==> src/rtl/multicycle_controller.sv <==
// Multicycle RISC-V style main controller.
// Moore FSM sequencing fetch, decode, memory access, execute and writeback
// steps, producing datapath enables and mux selects for each state.
// Handshake-dependent enables (IRWrite, PCWrite in FETCH, done in MEMWRITE)
// also look at mem_ready so they fire only in the cycle the access completes.
// Reset is asynchronous and active-high, and masks every output immediately.

module multicycle_controller (
    input  logic       clk,
    input  logic       rst,
    input  logic [6:0] Op,
    input  logic       Zero,
    input  logic       mem_ready,
    output logic       PCWrite,
    output logic       AdrSrc,
    output logic       MemWrite,
    output logic       IRWrite,
    output logic       RegWrite,
    output logic       done,
    output logic       illegal,
    output logic [1:0] ResultSrc,
    output logic [1:0] ALUSrcA,
    output logic [1:0] ALUSrcB,
    output logic [1:0] ALUOp,
    output logic [3:0] state
);

    // Opcodes recognised by the decoder
    localparam logic [6:0] OP_LOAD   = 7'b0000011;
    localparam logic [6:0] OP_STORE  = 7'b0100011;
    localparam logic [6:0] OP_RTYPE  = 7'b0110011;
    localparam logic [6:0] OP_ITYPE  = 7'b0010011;
    localparam logic [6:0] OP_JAL    = 7'b1101111;
    localparam logic [6:0] OP_BRANCH = 7'b1100011;

    // Mux select encodings, named for readability in the output table
    localparam logic [1:0] SRCA_PC     = 2'b00;
    localparam logic [1:0] SRCA_OLDPC  = 2'b01;
    localparam logic [1:0] SRCA_REG    = 2'b10;
    localparam logic [1:0] SRCB_REG    = 2'b00;
    localparam logic [1:0] SRCB_IMM    = 2'b01;
    localparam logic [1:0] SRCB_FOUR   = 2'b10;
    localparam logic [1:0] RES_ALUOUT  = 2'b00;
    localparam logic [1:0] RES_DATA    = 2'b01;
    localparam logic [1:0] RES_ALU     = 2'b10;
    localparam logic [1:0] ALUOP_ADD   = 2'b00;
    localparam logic [1:0] ALUOP_SUB   = 2'b01;
    localparam logic [1:0] ALUOP_FUNCT = 2'b10;

    typedef enum logic [3:0] {
        S_FETCH    = 4'd0,
        S_DECODE   = 4'd1,
        S_MEMADR   = 4'd2,
        S_MEMREAD  = 4'd3,
        S_MEMWB    = 4'd4,
        S_MEMWRITE = 4'd5,
        S_EXECUTER = 4'd6,
        S_ALUWB    = 4'd7,
        S_EXECUTEI = 4'd8,
        S_JAL      = 4'd9,
        S_BEQ      = 4'd10,
        S_ILLEGAL  = 4'd11
    } state_t;

    state_t state_q;
    state_t state_d;

    // Unmasked control values produced by the state decode
    logic       pc_update;
    logic       branch;
    logic       adr_src_raw;
    logic       mem_write_raw;
    logic       ir_write_raw;
    logic       reg_write_raw;
    logic       done_raw;
    logic       illegal_raw;
    logic [1:0] result_src_raw;
    logic [1:0] alu_src_a_raw;
    logic [1:0] alu_src_b_raw;
    logic [1:0] alu_op_raw;
    logic       pc_write_raw;

    // State register; reset returns the controller to FETCH without a clock
    always_ff @(posedge clk or posedge rst) begin
        if (rst) begin
            state_q <= S_FETCH;
        end else begin
            state_q <= state_d;
        end
    end

    // Next-state logic: memory states wait on mem_ready, ILLEGAL only leaves via reset
    always_comb begin
        state_d = state_q;
        case (state_q)
            S_FETCH: begin
                if (mem_ready) begin
                    state_d = S_DECODE;
                end
            end
            S_DECODE: begin
                case (Op)
                    OP_LOAD, OP_STORE: state_d = S_MEMADR;
                    OP_RTYPE:          state_d = S_EXECUTER;
                    OP_ITYPE:          state_d = S_EXECUTEI;
                    OP_JAL:            state_d = S_JAL;
                    OP_BRANCH:         state_d = S_BEQ;
                    default:           state_d = S_ILLEGAL;
                endcase
            end
            S_MEMADR: begin
                if (Op == OP_LOAD) begin
                    state_d = S_MEMREAD;
                end else begin
                    state_d = S_MEMWRITE;
                end
            end
            S_MEMREAD: begin
                if (mem_ready) begin
                    state_d = S_MEMWB;
                end
            end
            S_MEMWB:    state_d = S_FETCH;
            S_MEMWRITE: begin
                if (mem_ready) begin
                    state_d = S_FETCH;
                end
            end
            S_EXECUTER: state_d = S_ALUWB;
            S_EXECUTEI: state_d = S_ALUWB;
            S_ALUWB:    state_d = S_FETCH;
            S_JAL:      state_d = S_ALUWB;
            S_BEQ:      state_d = S_FETCH;
            S_ILLEGAL:  state_d = S_ILLEGAL;
            default:    state_d = S_FETCH;
        endcase
    end

    // Per-state output table; everything defaults to zero and each state sets only its own controls
    always_comb begin
        pc_update      = 1'b0;
        branch         = 1'b0;
        adr_src_raw    = 1'b0;
        mem_write_raw  = 1'b0;
        ir_write_raw   = 1'b0;
        reg_write_raw  = 1'b0;
        done_raw       = 1'b0;
        illegal_raw    = 1'b0;
        result_src_raw = RES_ALUOUT;
        alu_src_a_raw  = SRCA_PC;
        alu_src_b_raw  = SRCB_REG;
        alu_op_raw     = ALUOP_ADD;
        case (state_q)
            S_FETCH: begin
                alu_src_b_raw  = SRCB_FOUR;
                result_src_raw = RES_ALU;
                ir_write_raw   = mem_ready;
                pc_update      = mem_ready;
            end
            S_DECODE: begin
                alu_src_a_raw = SRCA_OLDPC;
                alu_src_b_raw = SRCB_IMM;
            end
            S_MEMADR: begin
                alu_src_a_raw = SRCA_REG;
                alu_src_b_raw = SRCB_IMM;
            end
            S_MEMREAD: begin
                adr_src_raw = 1'b1;
            end
            S_MEMWB: begin
                result_src_raw = RES_DATA;
                reg_write_raw  = 1'b1;
                done_raw       = 1'b1;
            end
            S_MEMWRITE: begin
                adr_src_raw   = 1'b1;
                mem_write_raw = 1'b1;
                done_raw      = mem_ready;
            end
            S_EXECUTER: begin
                alu_src_a_raw = SRCA_REG;
                alu_op_raw    = ALUOP_FUNCT;
            end
            S_EXECUTEI: begin
                alu_src_a_raw = SRCA_REG;
                alu_src_b_raw = SRCB_IMM;
                alu_op_raw    = ALUOP_FUNCT;
            end
            S_ALUWB: begin
                reg_write_raw = 1'b1;
                done_raw      = 1'b1;
            end
            S_JAL: begin
                alu_src_a_raw = SRCA_OLDPC;
                alu_src_b_raw = SRCB_FOUR;
                pc_update     = 1'b1;
            end
            S_BEQ: begin
                alu_src_a_raw = SRCA_REG;
                alu_op_raw    = ALUOP_SUB;
                branch        = 1'b1;
                done_raw      = 1'b1;
            end
            S_ILLEGAL: begin
                illegal_raw = 1'b1;
            end
            default: begin
                illegal_raw = 1'b0;
            end
        endcase
    end

    // PC is written on unconditional updates or on a taken branch
    always_comb begin
        pc_write_raw = pc_update | (branch & Zero);
    end

    // Output stage: reset masks all controls at once so nothing leaks before the clock arrives
    always_comb begin
        PCWrite   = 1'b0;
        AdrSrc    = 1'b0;
        MemWrite  = 1'b0;
        IRWrite   = 1'b0;
        RegWrite  = 1'b0;
        done      = 1'b0;
        illegal   = 1'b0;
        ResultSrc = 2'b00;
        ALUSrcA   = 2'b00;
        ALUSrcB   = 2'b00;
        ALUOp     = 2'b00;
        if (!rst) begin
            PCWrite   = pc_write_raw;
            AdrSrc    = adr_src_raw;
            MemWrite  = mem_write_raw;
            IRWrite   = ir_write_raw;
            RegWrite  = reg_write_raw;
            done      = done_raw;
            illegal   = illegal_raw;
            ResultSrc = result_src_raw;
            ALUSrcA   = alu_src_a_raw;
            ALUSrcB   = alu_src_b_raw;
            ALUOp     = alu_op_raw;
        end
    end

    // Debug view of the current state
    always_comb begin
        state = state_q;
    end

endmodule

==> config.mk <==
export PLATFORM = sky130hd
export DESIGN_NAME = multicycle_controller
export DESIGN_NICKNAME = d
export VERILOG_FILES = /design/src/rtl/multicycle_controller.sv
export SDC_FILE = /design/constraint.sdc
export NUM_CORES = 1
export LEC_CHECK = 0
export ABC_AREA = 1
export ABC_CLOCK_PERIOD_IN_PS = 2000
export BUFFER_PORTS_ARGS = -buffer_cell sky130_fd_sc_hd__buf_4
export CORE_AREA = 2 2 39 41
export DETAILED_ROUTE_END_ITERATION = 8
export DIE_AREA = 0 0 41 43
export PLACE_DENSITY = 0.74
export SYNTH_ARGS = -nofsm -noshare
export SYNTH_HDL_FRONTEND = slang
export SYNTH_SLANG_ARGS = --single-unit
==> constraint.sdc <==
create_clock -name clk -period 2 [get_ports clk]
set_input_delay 0.1 -clock clk [delete_from_list [all_inputs] [get_ports clk]]
set_output_delay 0.1 -clock clk [all_outputs]
set_load 0.05 [all_outputs]
---- Word level (Yosys, flattened, before mapping) ----
Index checks and enable logic that the tools add are counted.
storage, ports and cells
  bits in registers ....................... 4
  input bits .............................. 11
  word-level logic and storage cells ...... 64
operators by class
  equality and inequality tests ........... 20
  muxes and demuxes ....................... 29
  bitwise logic cells ..................... 2
  reduce and logical (&&, ||, !) cells .... 12
operators by type and width
  operator                                                          count
  4-bit one-hot mux with 7 select lines                             1
  4-bit one-hot mux with 5 select lines                             1
  4-bit by 3-bit == test with 1-bit output (second input constant)  4
  4-bit == test (second input constant)                             4
  2-bit one-hot mux with 2 select lines                             4
  7-bit by 6-bit == test with 1-bit output (second input constant)  2
  7-bit == test (second input constant)                             2
  1-bit 2-to-1 mux                                                  13
  4-bit 2-to-1 mux                                                  3
  2-bit OR reduction                                                6
  3-bit OR reduction                                                3
  4-bit by 2-bit == test with 1-bit output (second input constant)  2
  2-bit 2-to-1 mux                                                  4
  7-bit by 2-bit == test with 1-bit output (second input constant)  1
  7-bit by 5-bit == test with 1-bit output (second input constant)  1
  2-bit != test (second input constant)                             3
  4-bit by 1-bit == test with 1-bit output (second input constant)  1
  4-bit zero test                                                   1
  1-bit one-hot mux with 2 select lines                             2
  4-bit OR reduction                                                1
  3-bit 2-to-1 mux                                                  1
  3-bit AND reduction                                               1
  1-bit AND                                                         1
  1-bit bitwise OR                                                  1

---- Depth between registers and ports, before layout ----
  depth in word-level cells ............... 5
  gate-level depth with buffers ........... 9
  gate-level depth less buffers ........... 9

---- Least setup slack after synthesis ----
Ideal clock, no wire load.
  path type ............................... register -> output
  from .................................... register state_q[2] (netlist: state[2])
  to ...................................... output port done
  arrival time ............................ 2301 ps
  data required time ...................... 1900 ps
  slack ................................... -401 ps
  cell stages (with the launch flop) ...... 6
  buffers on the path ..................... 0
  cells stage by stage .................... dfrtp_1 -> inv_1 -> nor2_1 -> nand2_1 -> a21oi_1 -> a211o_1
between the ends
  word-level cells in the longest chain between the ends .. 4
  elaborated cells on any way between the ends .. 7
  those cells by class .................... eq/ne: 4; mux: 2; reduce/logical: 1
RTL lines
  element                                                                           RTL line  text
  from (decl)                                                                       65        state_t state_q;
  from (signal assigned)                                                            88        state_q <= state_d;
  4-bit == test / 4-bit by 3-bit == test with 1-bit output (equally long branches)  153       case (state_q)
  3-bit OR reduction (no source line)                                               n/a
  1-bit one-hot mux with 2 select lines (*)                                         153
  1-bit 2-to-1 mux (*)                                                              232       if (!rst) begin
  to (decl)                                                                         19        output logic done,
Mark *: on every way between the ends. The rest lies on a longest branch, timed or not.

---- Worst setup path after layout ----
  from .................................... input port rst
  to ...................................... output port done
between the ends
  word-level cells in the longest chain between the ends .. 1
RTL lines
  element           RTL line  text
  from (decl)       10        input logic rst,
  1-bit 2-to-1 mux  232
No other way between the ends.

==> results summary <==
The flip-flop count of the largest register after layout came out at 4. The kind of critical path is input pin to output port. The CTS tree is done.

For this design, the sink count on the clock tree is 4. The biggest area consumer among synthesized cells is nand2_1. The number of nets with antenna violations after routing came out at 0. The flow ran to the end, and the final reports show no timing, DRC or antenna violations. The number of optimization iterations in the first detailed-route pass is 4.

Data arrives at the worst endpoint at 1.67 ns. The most frequently used flop master after synthesis is dfrtp_1. The die footprint is 1763 sq um. The final setup skew came out at roughly 0.006 ns. At the pin with the least slew margin, the transition time is 0.2932 ns. The first global-routing pass estimated 2587 um of wire. OpenSTA, run right after detailed placement, puts the worst setup slack at 0.5902 ns. The fraction of synthesized cell area taken by the top area cell type came out at 21.58%.

The overall via count from detail_route is 750. Max-cap violations in this run came to 0. The maximum clock insertion buffer count came out at 2.

The final critical path takes up 88.57% of the cycle. The signed area change from the synthesized netlist to the final layout came out at 56.84%. For this block, the routed nets add up to 1607 um of wire. The final weighted congestion in routability-driven placement is a little over 0.8.

The number of vias per cell came out at 4.902. The count of input and output buffers is 29. The power per standard cell area came out at 1606 nW/um^2. nand2_1 is the most common cell in the netlist.

The buffer count from post-CTS setup fixing is 0. The share of synthesized area occupied by flip-flops and latches came out at a little under a fifth. The number of unique standard cell types used by synthesis is 17. The setup total negative slack is 0 ns. Summed over all nets, the half-perimeter wirelength after detailed placement is 1322 um. The number of warnings reported in the yosys synthesis log is 0. In the final design database the tool counted 150 nets. Measured in cells, the most critical reg-to-reg path has a length of 8. The peak supply drop came out at 497.1 uV.

The number of I/O pins came out at 30. A synthesized cell averages 5.136 sq um. The insertion delay of the later-clocked pin in the worst-skew pair is about 0.24 ns. The number of antenna violations at the first check in global routing came out at 0. Sorting the synthesized cells by how often they occur yields nand2_1 (31), nor2_1 (18), inv_1 (15). The count of endpoints failing setup in the final report came out at 0. The worst setup path is launched from an input pin.

The number of design-rule violations left by the first detailed-router iteration came out at 12. The destination of the worst hold path is state[1]. The destination of the worst register-to-register timing path is state[0]. The number of synthesized register bits is 4. The DRC violation count after routing is 0. Data on the critical path is required at its endpoint by 1.90 ns. Global routing consumed, over all layers together, between 20% and 30% of the routing resources. The post-synthesis cell count is 105. The hold buffer count at CTS is 1.

In the final layout, the share of cells above drive strength 1 is 35.04%. In this run the critical register-to-register path is launched from state[0]. The die is 43 um tall.

Setup repair after global routing left no endpoint under its margin. The maximum operating frequency is 0.5645 GHz. Summed over all cells, the static leakage comes to 0.4857 nW.

The post-synthesis instance area is 539.3 sq um. The tree is rooted in a clkbuf_4. The number of placement rows came out at 14.

The time the worst path needs with I/O delays and setup is 1.771 ns. The remaining global-route overflow is 0. The worst setup path is captured at an output port. The path class of the tightest hold or removal check is input pin to flop.

In this run the number of H-tree levels came out at 1. Sorting the synthesized cells by area gives the leading types as nand2_1 (22%), dfrtp_1 (19%), nor2_1 (13%). The number of stages on the worst hold path came out at 4. After floorplanning, the core was sized to cover 1384 sq um. In this run, CTS created clock tree buffers numbering 3.

The number of endpoints with negative hold slack in the final report came to 0. In this run the tightest slew margin relative to its limit is 80.30%. The via count of the first global-routing pass is 661. The maximum fanout count along the critical path is 12. The internal reg-to-reg setup slack came out at 0.64 ns. Counting every net in the synthesized netlist gives 116.

The number of enable-type register cells in the synthesized netlist is 0. The count of cells resized by post-cts repair came out at 0. The largest net degree at the start of global routing is 13. The initial utilization of the core area, before any placement, comes to 38.97%. The clock transition at the registers of the reported paths is about 0.030 ns. The setup slack after layout is 0.2287 ns. The fraction of registers with async set/reset came out at 100.0%. The horizontal die dimension came out at 41 um. In the final routed layout, each cell accounts on average for 10.50 um.

The max-slew violation total from the final report is 0. The total inserted antenna cells is 0. The startpoint identified for the worst hold timing path is mem_ready.
[routing by layer]
layer  routed length [um]  GRT usage, %  vias up
met5                    0             0        -
li1                     -             -      396
met4                    0         2.000        0
met2                  833         35.94       25
met3                   95         4.712        0
met1                  678         24.60      329
[layout make-up]
type                    instances  area, sq um
inverters                      19        71.32
flip-flops and latches          4        100.1
fillers                       145        538.0
multi-input cells              81        404.1
well taps                      16        20.02
clock buffers                   3        22.52
repair buffers                 30        227.7
[worst max path at each step]
stage / endpoint / depth (start not counted) / startpoint / slack, ns
2_1_floorplan: done / 5 / state[1] / -0.07
3_3_place_gp: ALUSrcA[1] / 4 / state[0] / 0.60
3_5_place_dp: PCWrite / 6 / state[2] / 0.59
4_1_cts: done / 7 / rst / 0.22
5_1_grt: done / 7 / rst / 0.15
6_report: done / 7 / rst / 0.23
[power by group]
group	leakage [nW]	switching, mW	internal (mW)
Combinational	0.422	0.768	0.313
Clock	0.0138	0.0328	0.0671
Sequential	0.0502	0.0569	0.121
Total	0.486	0.858	0.500
[cells by family after synthesis]
family | count (synthesis) | synth area share [%]
buffers and inverters | 20 | 13.92
flip-flops | 4 | 18.56
AO/OA/AOI/OAI | 10 | 11.60
AND/OR/NAND/NOR | 71 | 55.92
[per-stage QoR]
step	cell area (sq um)	power, mW	hold slack (ns)	utilization (%)	cells
floorplan	579.3	0.9845	-0.1256	-	105
global placement	813.3	1.258	0.09244	58.77	149
detailed placement	813.3	1.259	0.09576	58.77	149
CTS	845.8	1.368	0.2062	61.12	153
global route	845.8	1.465	0.2252	61.12	153
finish	845.8	1.358	0.2121	61.12	153
[critical path, stage by stage]
cell and delay (ns):
dlygate4sd3_1 0.53, buf_4 0.20, inv_1 0.14, nand2_1 0.21, nor2_4 0.05, a211o_1 0.25
buf_4 0.19
[cells in the final DEF, fill, tap and decap left out, drive strengths merged]
cell	count
inv	19
a41oi	1
nand3	12
a31oi	1
a21oi	5
nand2	32
nor3	4
buf	29
o21ai	2
clkbuf	3
dfrtp	4
dlygate4sd3	1
nor2	22
a211o	1
nand4	1
Note: power is estimated with default switching activity, not from simulation.
